File: config.mk
export PLATFORM = sky130hd
export DESIGN_NAME = mem_wb_reg
export DESIGN_NICKNAME = d
export VERILOG_FILES = /design/src/rtl/mem_wb_reg.sv
export SDC_FILE = /design/constraint.sdc
export NUM_CORES = 1
export LEC_CHECK = 0
export CORE_ASPECT_RATIO = 0.8
export CORE_MARGIN = 2
export CORE_UTILIZATION = 36
export DETAILED_ROUTE_END_ITERATION = 12
export MAX_ROUTING_LAYER = met4
export PLACE_DENSITY = 0.68
export SLEW_MARGIN = 30
export SYNTH_ARGS = -nofsm -noshare
export SYNTH_HDL_FRONTEND = slang
export SYNTH_SLANG_ARGS = --single-unit
File: constraint.sdc
create_clock -name clk -period 1.6 [get_ports clk]
set_input_delay 0.16 -clock clk [delete_from_list [all_inputs] [get_ports clk]]
set_output_delay 0.16 -clock clk [all_outputs]
set_load 0.01 [all_outputs]
File: src/rtl/mem_wb_reg.sv
// ---------------------------------------------------------------------------
// mem_wb_reg -- MEM/WB pipeline register with load-data extraction.
//
// Purpose:
//   Captures the MEM-stage instruction into the WB stage. The raw aligned
//   word from data memory is narrowed (byte / halfword / word, signed or
//   unsigned) in front of the register, so the WB stage sees a ready-to-use
//   operand. Misaligned loads are flagged and their register write is
//   suppressed. A retired-instruction counter is kept alongside.
//
// Pipeline control (one rule per rising edge, highest priority first):
//   flush : insert a bubble (all fields cleared, instret kept)
//   stall : every register, instret included, holds
//   else  : capture all fields; valid follows in_valid
//
// Ports:
//   clk, rst_n        clock, asynchronous active-low reset
//   stall, flush      pipeline hold / bubble insert
//   in_valid          MEM-stage instruction valid
//   PCInc_in          PC+4 of the MEM-stage instruction
//   ALUS_in           ALU result / memory address (bits [1:0] = byte offset)
//   datard_raw        raw aligned word from data memory
//   DMCtrl            load type (000 LB, 001 LH, 010 LW, 100 LBU, 101 LHU)
//   RUDatawrSrc_in    writeback source (00 ALU, 01 load, 10 PC+4)
//   RUWr_in           register-file write enable
//   rd_in             destination register
//   PCInc/ALUS/datard registered writeback operands
//   RUDatawrSrc       registered writeback source select
//   RUWr              qualified register-file write enable
//   rd                registered destination
//   valid             WB-stage instruction valid
//   misalign          registered misaligned-load flag
//   instret           retired-instruction counter (wraps)
// ---------------------------------------------------------------------------
module mem_wb_reg (
    input  logic        clk,
    input  logic        rst_n,
    input  logic        stall,
    input  logic        flush,
    input  logic        in_valid,
    input  logic [31:0] PCInc_in,
    input  logic [31:0] ALUS_in,
    input  logic [31:0] datard_raw,
    input  logic [2:0]  DMCtrl,
    input  logic [1:0]  RUDatawrSrc_in,
    input  logic        RUWr_in,
    input  logic [4:0]  rd_in,
    output logic [31:0] PCInc,
    output logic [31:0] ALUS,
    output logic [31:0] datard,
    output logic [1:0]  RUDatawrSrc,
    output logic        RUWr,
    output logic [4:0]  rd,
    output logic        valid,
    output logic        misalign,
    output logic [31:0] instret
);

    localparam logic [2:0] DM_LB    = 3'b000;
    localparam logic [2:0] DM_LH    = 3'b001;
    localparam logic [2:0] DM_LW    = 3'b010;
    localparam logic [2:0] DM_LBU   = 3'b100;
    localparam logic [2:0] DM_LHU   = 3'b101;
    localparam logic [1:0] SRC_LOAD = 2'b01;

    logic [1:0]  off;
    logic [7:0]  ld_byte;
    logic [15:0] ld_half;
    logic [31:0] datard_next;
    logic        misalign_next;
    logic        ruwr_next;

    assign off = ALUS_in[1:0];

    // Byte/halfword lane selection. Halfword lane is chosen by off[1], so a
    // misaligned halfword still returns a deterministic value; it is never
    // written back because RUWr is suppressed for it.
    always_comb begin
        ld_byte = datard_raw[7:0];
        case (off)
            2'd0:    ld_byte = datard_raw[7:0];
            2'd1:    ld_byte = datard_raw[15:8];
            2'd2:    ld_byte = datard_raw[23:16];
            default: ld_byte = datard_raw[31:24];
        endcase
        ld_half = off[1] ? datard_raw[31:16] : datard_raw[15:0];
    end

    // Extension by load type; LW and reserved encodings pass the word through.
    always_comb begin
        datard_next = datard_raw;
        case (DMCtrl)
            DM_LB:   datard_next = {{24{ld_byte[7]}}, ld_byte};
            DM_LBU:  datard_next = {24'h0, ld_byte};
            DM_LH:   datard_next = {{16{ld_half[15]}}, ld_half};
            DM_LHU:  datard_next = {16'h0, ld_half};
            default: datard_next = datard_raw;
        endcase
    end

    // Only a valid instruction that actually writes back load data can be
    // misaligned; everything else reports aligned.
    always_comb begin
        misalign_next = 1'b0;
        if (in_valid && (RUDatawrSrc_in == SRC_LOAD)) begin
            case (DMCtrl)
                DM_LH, DM_LHU: misalign_next = off[0];
                DM_LW:         misalign_next = (off != 2'd0);
                default:       misalign_next = 1'b0;
            endcase
        end
    end

    // x0 is hard-wired zero, so a write to it is dropped here.
    assign ruwr_next = RUWr_in & in_valid & (rd_in != 5'd0) & ~misalign_next;

    always_ff @(posedge clk or negedge rst_n) begin
        if (!rst_n) begin
            PCInc       <= 32'h0;
            ALUS        <= 32'h0;
            datard      <= 32'h0;
            RUDatawrSrc <= 2'b00;
            RUWr        <= 1'b0;
            rd          <= 5'd0;
            valid       <= 1'b0;
            misalign    <= 1'b0;
            instret     <= 32'h0;
        end else if (flush) begin
            // Bubble wins over stall; the retired count is not touched.
            PCInc       <= 32'h0;
            ALUS        <= 32'h0;
            datard      <= 32'h0;
            RUDatawrSrc <= 2'b00;
            RUWr        <= 1'b0;
            rd          <= 5'd0;
            valid       <= 1'b0;
            misalign    <= 1'b0;
        end else if (!stall) begin
            PCInc       <= PCInc_in;
            ALUS        <= ALUS_in;
            datard      <= datard_next;
            RUDatawrSrc <= RUDatawrSrc_in;
            RUWr        <= ruwr_next;
            rd          <= rd_in;
            valid       <= in_valid;
            misalign    <= misalign_next;
            // Misaligned loads still count as retired.
            if (in_valid) begin
                instret <= instret + 32'd1;
            end
        end
    end

endmodule

* After elaboration in Yosys (flattened, before gate mapping)
Index checks and enable logic that the tools add are counted.
** Cells by class
- Reductions and logical operators :: 7
- $add $sub $neg :: 1
- Bitwise operators :: 6
- Muxes and demuxes :: 21
- Eq/ne operators :: 8
** Operators by type and width (count)
- $mux 32 :: 6
- $pmux 32 s4 :: 1
- $add 32x1->32 const B :: 1
- $pmux 8 s3 :: 1
- $mux 16 :: 1
- $mux 5 :: 2
- $mux 1 :: 7
- $eq 3x3->1 const B :: 2
- $reduce_bool 5->1 :: 1
- $eq 2x1->1 const B :: 2
- $mux 2 :: 2
- $and 1x1->1 :: 3
- $eq 3x1->1 const B :: 1
- $eq 3x2->1 const B :: 1
- $logic_not 3->1 :: 1
- $not 1->1 :: 3
- $reduce_and 3->1 :: 1
- $eq 2x2->1 const B :: 1
- $logic_not 2->1 :: 1
- $ne 2x1->1 const B :: 1
- $pmux 1 s2 :: 1
- $reduce_bool 2->1 :: 1
- $reduce_or 2->1 :: 1
- $logic_and 1x1->1 :: 1
** Word-level totals
- Output and inout port bits :: 138
- Flip-flop bits (word level) :: 138

* Depth between registers and ports, before layout
Gate-level depths: netlist of run 1.
- Depth in word-level cells :: 8
- Mapped depth :: 7
- Gate-level depth less buffers :: 5

* Worst setup path before layout of run 1
No wires, ideal clock.
- Path kind :: input port to flip-flop
- Start :: input port flush
- End :: register instret[29]
- Data required time :: 1.474 ns
- Path buffers :: 3
- Data arrival time :: 1.686 ns
- Library setup time :: 0.126 ns
- Stages :: 7
- Slack :: -0.212 ns
- Path through :: buf_6 > or3b_1 > buf_2 > or2_1 > buf_2 > or4_4 > xnor2_2
** On the way
- Longest elaborated chain between the ends :: 2
** RTL lines
- from (decl) :: RTL line 39 : input logic flush,
- $not 1->1 (no source line)
- $reduce_and 3->1 (no source line)
- to (signal assigned) :: RTL line 149 : instret <= instret + 32'd1;
- to (decl) :: RTL line 56 : output logic [31:0] instret
No other way between the ends.
A chain may end at the register's enable or synchronous reset.

* Worst setup path after layout of run 1
- Start :: register instret[0]
- End :: register instret[10]
** On the way
- Longest elaborated chain between the ends :: 1
** RTL lines (RTL line)
- $add 32x1->32 :: 149
No other way between the ends.

==> reports/qor.yml, run 1 <==
floorplan:
  die-area_sq_um: 18400
  core_area_sq_um: 17200
  rows: 43
  start_util_pct: 36.4
  ioPinCount: 250
  die_x_um: 151
  fp.dieH_um: 122
worst_setup_path:
  endpoint_kind: "flip-flop"
  cp_num_buf_inv: 2
  critPathMaxFanout: 7
  cp_cell_sequence: "ha_2 > nand4bb_1 > buf_4 > nor3_4 > buf_6 > and3_4 > xor2_1"
  critical_path_class: "flip-flop to flip-flop"
  crit_path_start_kind: "flip-flop"
  crit_slowest_cell: "dfrtp_2"
  crit_path_max_incr_delay_ns: 0.41
  arrival_ns: 1.91
  required_ns: 1.94
  cpLargestDelayFamily: "simple AND/OR/NAND/NOR gates"
yosys:
  syn_area_sq_um: 6240
  avgSynthCellArea_sq_um: 11.2
  netlist_instances: 560
  synth_edf_count: 0
  synth_xor_xnor_area_share_pct: 4.47
  dominantRegCellSynth: "dfrtp_1"
  synth_area_leaders: "dfrtp_1 (55%), mux2i_1 (11%), nor2_1 (5.0%)"
  synth_compound_area_share_pct: 9.70
  synth.area.mux_share_pct: 12.5
  yosysSeqAreaShare_pct: 55.3
  synth-simple-area-share_pct: 14.1
  synth.net_count: 673
  yosys.area.top_type: "dfrtp_1"
  ys_seq_elements: 138
  ys_async_sr_fraction_pct: 100
  yosys_warnings: 0
  ys_types: 47
  yosysTopAreaCellShare_pct: 55.3
  synth_top_family_by_area: "simple AND/OR/NAND/NOR gates"
  synthAdderAreaFrac_pct: 0.200
timing:
  rsz0062_at_grt: "true"
  max_clock_freq_mhz: 637
  maxSlewHeadroom_pct: 39.5
  skew_ns: 0.00762
  post-route-period-util_pct: 98.1
  setup_slack_ns: 0.0306
  worstMarginPinSlew_ns: 0.908
  setup_viol: 0
  finalHoldViolations: 0
  period_needed_ns: 1.57
  timing.final.max_slew_violations: 0
route:
  first_pass_iters: 5
  detail_route.wl_per_cell_um: 17.2
  detail-route-antenna-nets: 0
  highest_layer: "met4"
  drt_iter0_drc: 289
  vias_per_cell: 5.07
  routed_wirelength_um: 18900
  wl_met3_um: 1190
  met1_length_um: 8220
  met2WireLength_um: 9100
  via_count: 5567
  drt_drc_violations_left: 0
clock_tree:
  root_buffer: "clkbuf_16"
  clk_pin_slew_ns: 0.06
  htreeDepth: 4
  cts-buffers-inserted: 17
  clk_latency_ns: 0.42
  clock_sinks: 138
  cts_tree: "done"
  cts_buffer_depth: 2
run:
  drv_cap: 0
global_routing:
  grt-ovfl-total: 0
  grt_usage_pct: 21.2
  grt_first_pass_wirelength_um: 29300
  first_global_vias: 5727
  antenna_found_initial: 0
  grt_max_degree: 56
pwr:
  p_sw_mw: 2.52
  ir_worst_vdd_mv: 0.592
  clockPowerShare_pct: 39.8
  p_int_mw: 6.80
  power.density_nw_per_um2: 913
  p_leak_nw: 5.07
  swShare_pct: 27.1
  seqPwrFrac_pct: 41.5
  pwr-share-comb_pct: 18.7
placement:
  dpl_worst_slack_ns: -0.719
  io_buffer_count: 249
  dp.cells: 1060
  globalplace.congestion: 0.916
  dpl.hpwl_um: 13900
layout:
  layoutNonFillerInstCount: 1098
  num_antenna_cells: 0
  syn_to_final_growth_pct: 63.6
  nets: 973
  drive_above_1_share_pct: 16.6
  filler_cell_count: 1424
  final_common_cell: "clkdlybuf4s50_1"
  final_cell_mix: "clkdlybuf4s50_1 (217), dfrtp_1 (135), nor2_1 (83)"
worst_hold_path:
  hold_class: "primary input to flip-flop"
run_status:
  status: "finished clean"
[Yosys cell counts (2+ instances only)]
cell,instances
dfrtp_1,138
nor2_1,83
mux2i_1,71
nand2_1,33
clkbuf_1,28
a221o_1,21
inv_1,17
xnor2_1,16
xor2_1,14
nand3_1,12
nand4_1,9
nor4_1,9
a21oi_1,8
a22o_1,7
o21ai_0,7
o221a_2,7
a32oi_1,6
and3_1,6
buf_1,6
buf_2,6
nor3_1,6
and2_1,5
and4_1,5
a221oi_1,4
mux2_2,4
nand3b_1,4
a21o_1,3
nor2b_1,3
or2_2,3
nand2b_1,2
[area by class of cell]
cell class,count,area (sq um),share of cell area (%)
tap,225,282,2.76
sequential,138,3460,33.8
inverter,17,63.8,0.625
clock buffer,19,453,4.43
multi-input combinational,364,2710,26.6
timing repair buffer,322,3140,30.7
clock inverter,13,106,1.04
[metrics by stage]
step	hold slack, ns	setup TNS [ns]	power (mW)	cell area, sq um	util [%]
global placement	0.162	-19.79	5.61	9450	55.1
global route	0.247	-0.229	9.72	10200	59.5
CTS	0.181	0	9.39	10100	58.6
detailed placement	0.176	-23.72	5.67	9450	55.1
floorplan	-0.136	-1.13	4.54	6320	-
finish	0.203	0	9.33	10200	59.5
[path summary, 6_finish.rpt]
check | start | to | slack, ns | cells after the start
min in group asynchronous | rst_n | datard[8]$_DFFE_PN0P_ | 0.29 | 2
worst min register to register | instret[31]$_DFFE_PN0P_ | instret[31]$_DFFE_PN0P_ | 0.47 | 1
max in group asynchronous | rst_n | ALUS[9]$_DFFE_PN0P_ | 0.66 | 3
worst max-delay path | instret[0]$_DFFE_PN0P_ | instret[10]$_DFFE_PN0P_ | 0.03 | 7
worst max register to register | instret[0]$_DFFE_PN0P_ | instret[10]$_DFFE_PN0P_ | 0.03 | 7
worst min-delay path | stall | valid$_DFFE_PN0P_ | 0.20 | 4
[logic make-up (layout without fill, tap and decap cells)]
group                    count (synthesis)  after routing
buffers and inverters                   58            371
flip-flops                             138            138
AND/OR/NAND/NOR                        186            186
AO/OA/AOI/OAI                           70             70
adder cells (fa/ha/maj)                  1              1
XOR/XNOR                                31             31
multiplexers                            76             76
[power by group through the flow]
stage	logic [mW]	registers, mW	clock network [mW]
final	1.75	3.87	3.71
after detailed placement	1.74	3.93	0
after floorplan	0.508	4.03	0
after global placement	1.70	3.92	0
after global routing	1.88	3.89	3.94
after CTS	1.74	3.87	3.78
[worst reg2reg max path: cells and delay by family (launching register included)]
family / cells / cell delay (ns)
xor gates and xnor gates: 1 / 0.14
adders and majority gates: 1 / 0.18
buffers and inverters: 2 / 0.33
DFF: 1 / 0.41
and+or+nand+nor: 3 / 0.44
[what timing repair did]
item	CTS	global route
endpoints found under the hold margin	49	0
hold buffers	1	0
gates resized for setup	15	36
endpoints found under the setup margin	37	42
pin swaps	2	7
setup buffers	3	2
[flip-flops by register name (all words and copies together), names as in the netlist]
| register | count |
|---|---|
| ALUS | 32 |
| PCInc | 32 |
| RUDatawrSrc | 2 |
| RUWr | 1 |
| datard | 32 |
| instret | 32 |
| misalign | 1 |
| rd | 5 |
| valid | 1 |
[per-layer routing]
metal  vias to the layer above  GRT usage, %
met1                      2754          27.3
met2                       198          33.2
li1                       2586             -
met3                        29          5.43
met5                         -             -
met4                         0          6.07
Note: power is estimated with default switching activity, not from simulation.
==> inputs of run 2 (changes only) <==
--- a/config.mk
+++ b/config.mk
@@ -10,7 +10,7 @@
 export CORE_UTILIZATION = 36
 export DETAILED_ROUTE_END_ITERATION = 12
 export MAX_ROUTING_LAYER = met4
-export PLACE_DENSITY = 0.68
+export PLACE_DENSITY = 0.83
 export SLEW_MARGIN = 30
 export SYNTH_ARGS = -nofsm -noshare
 export SYNTH_HDL_FRONTEND = slang
==> reports/qor.yml, run 2 (synthesis results as in run 1) <==
timing:
  rsz0062_at_grt: "true"
  post-route-period-util_pct: 98.3  # +0.20 points
  timing.final.max_slew_violations: 0  # unchanged
  maxSlewHeadroom_pct: 50.2  # +11 points
  finalHoldViolations: 0  # unchanged
  setup_slack_ns: 0.0274  # -0.00318 ns
  worstMarginPinSlew_ns: 0.747  # -0.161 ns
  whs_ns: 0.190  # -0.0128 ns
  skew_ns: 0.00590  # -0.00172 ns
  setup_viol: 0  # unchanged
  max_clock_freq_mhz: 636  # -0.20%
  period_needed_ns: 1.57  # +0.00318 ns
run_status:
  status: "finished clean"
global_routing:
  grt_usage_pct: 21.1  # -0.089 points
  first_global_vias: 5635  # -1.6%
  antenna_found_initial: 0  # unchanged
  grt-ovfl-total: 0  # unchanged
  grt_first_pass_wirelength_um: 29000  # -1.1%
  grt_max_degree: 66  # +18%
clock_tree:
  clk_pin_slew_ns: 0.05  # about the same
  htreeDepth: 4  # unchanged
  clk_latency_ns: 0.42  # about the same
  cts_tree: "done"
  cts_buffer_depth: 2  # unchanged
  cts-buffers-inserted: 17  # unchanged
  root_buffer: "clkbuf_16"
  clock_sinks: 138  # unchanged
route:
  routed_wirelength_um: 18700  # -1.2%
  detail_route.wl_per_cell_um: 17.1  # -0.68%
  first_pass_iters: 4  # -1
  via_count: 5522  # -0.81%
  drt_drc_violations_left: 0  # unchanged
  drt_iter0_drc: 296  # +2.4%
  vias_per_cell: 5.06  # -0.26%
  detail-route-antenna-nets: 0  # unchanged
floorplan:
  core_area_sq_um: 17200  # unchanged
  start_util_pct: 36.4  # unchanged
  rows: 43  # unchanged
  fp.dieH_um: 122  # unchanged
  die-area_sq_um: 18400  # unchanged
  die_x_um: 151  # unchanged
  ioPinCount: 250  # unchanged
worst_setup_path:
  endpoint_kind: "flip-flop"
  required_ns: 1.95  # about the same
  r2r-start: "instret[1]$_DFFE_PN0P_"
  cp-startpoint: "ALUS_in[0]"
  cp_cell_sequence: "clkdlybuf4s50_1 > buf_4 > nor2b_1 > buf_4 > nand2_1 > a32oi_1 > o221a_2"
  timing.reg2reg.setup_slack_ns: 0.06  # +0.03 ns
  crit_path_start_kind: "primary input"
  r2r_end: "instret[10]$_DFFE_PN0P_"
  arrival_ns: 1.92  # about the same
  critical_path_class: "primary input to flip-flop"
  crit_top_cell: "buf_4"
  crit_path_max_incr_delay_ns: 0.52  # +0.11 ns
  critPathMaxFanout: 12  # +5
  crit_path_end: "datard[5]$_DFFE_PN0P_"
  crit_slowest_cell: "clkdlybuf4s50_1"
  reg2reg_depth: 7  # unchanged
layout:
  multi_input_area_sq_um: 2680  # -1.1%
  syn_to_final_growth_pct: 62.8
  final_common_cell: "clkdlybuf4s50_1"
  layoutNonFillerInstCount: 1092  # -0.55%
  seqCellArea_sq_um: 3460  # unchanged
  nets: 968  # -0.51%
  final_cell_mix: "clkdlybuf4s50_1 (216), dfrtp_1 (135), nor2_1 (82)"
  drive_above_1_share_pct: 16.4  # -0.23 points
  num_antenna_cells: 0  # unchanged
  filler_cell_count: 1374  # -3.5%
placement:
  dpl_worst_slack_ns: -0.659  # +0.0593 ns
  io_buffer_count: 249  # unchanged
  dp.cells: 1054  # -0.57%
  dpl.hpwl_um: 13700  # -1.4%
  globalplace.congestion: 0.860  # -6.2%
pwr:
  power.density_nw_per_um2: 951  # +4.2%
  p_leak_nw: 4.99  # -1.6%
  ir_worst_vdd_mv: 0.687  # +16%
worst_hold_path:
  hold_class: "primary input to flip-flop"
run:
  drv_cap: 0  # unchanged
run 2: changes by cell type in the layout (fill, tap and decap cells not counted), moves of 3 or more:
cell,previous run,this run
inv_6,6,1
nor4_2,3,7
nor4_4,6,2
buf_6,5,2
bufinv_16,0,3
dlygate4sd2_1,12,15
run 2: area by class of cell:
class	instances	area share, %
clock inverter	10	1.38
multi-input combinational	364	26.4
timing repair buffer	317	30.1
inverter	17	0.628
clock buffer	21	4.73
tap	225	2.77
sequential	138	34.0
run 2: metrics by stage:
stage | power [mW] | TNS, ns | area (sq um) | util (%)
finish | 9.67 | 0 | 10200 | 59.2
detailed placement | 5.66 | -21.32 | 9400 | 54.7
floorplan | 4.54 | -1.13 | 6320 | -
CTS | 9.77 | 0 | 10000 | 58.5
global placement | 5.62 | -18.64 | 9390 | 54.7
global route | 10.1 | -0.116 | 10200 | 59.2
run 2: repair_timing:
action | in CTS | in global routing
endpoints found under the hold margin | 35 | 0
endpoints found under the setup margin | 35 | 38
hold buffers | 1 | 0
pin swaps | 1 | 6
buffers inserted | 3 | 3
resized for setup | 17 | 30
run 2: report_power, final:
group	internal [mW]	leakage (nW)	switching [mW]
logic	0.958	2.85	0.748
clock network	2.61	0.298	1.49
registers	3.71	1.84	0.147
total	7.28	4.99	2.39
run 2: how the worst min path moves through the flow:
stage                     cells past startpoint   from                          to
final                                         4  stall  RUDatawrSrc[1]$_DFFE_PN0P_
after global routing                          4  stall           valid$_DFFE_PN0P_
after CTS                                     4  stall  RUDatawrSrc[1]$_DFFE_PN0P_
after detailed placement                      1  rst_n       datard[8]$_DFFE_PN0P_
after global placement                        1  rst_n       datard[8]$_DFFE_PN0P_
after floorplan                               0  rst_n         ALUS[0]$_DFFE_PN0P_
run 2: routing by layer:
layer	share of wire [%]	up-vias	global-route usage (%)
li1	-	2573	-
met1	44	2702	26.9
met3	7.1	31	7.00
met5	0	-	-
met2	48	216	32.2
met4	1.7	0	6.19
run 2: critical path: cells and delay by family:
family	cells	cell delay (ns)
buf+inv	3	0.89
simple gates	2	0.23
compound gates	2	0.64
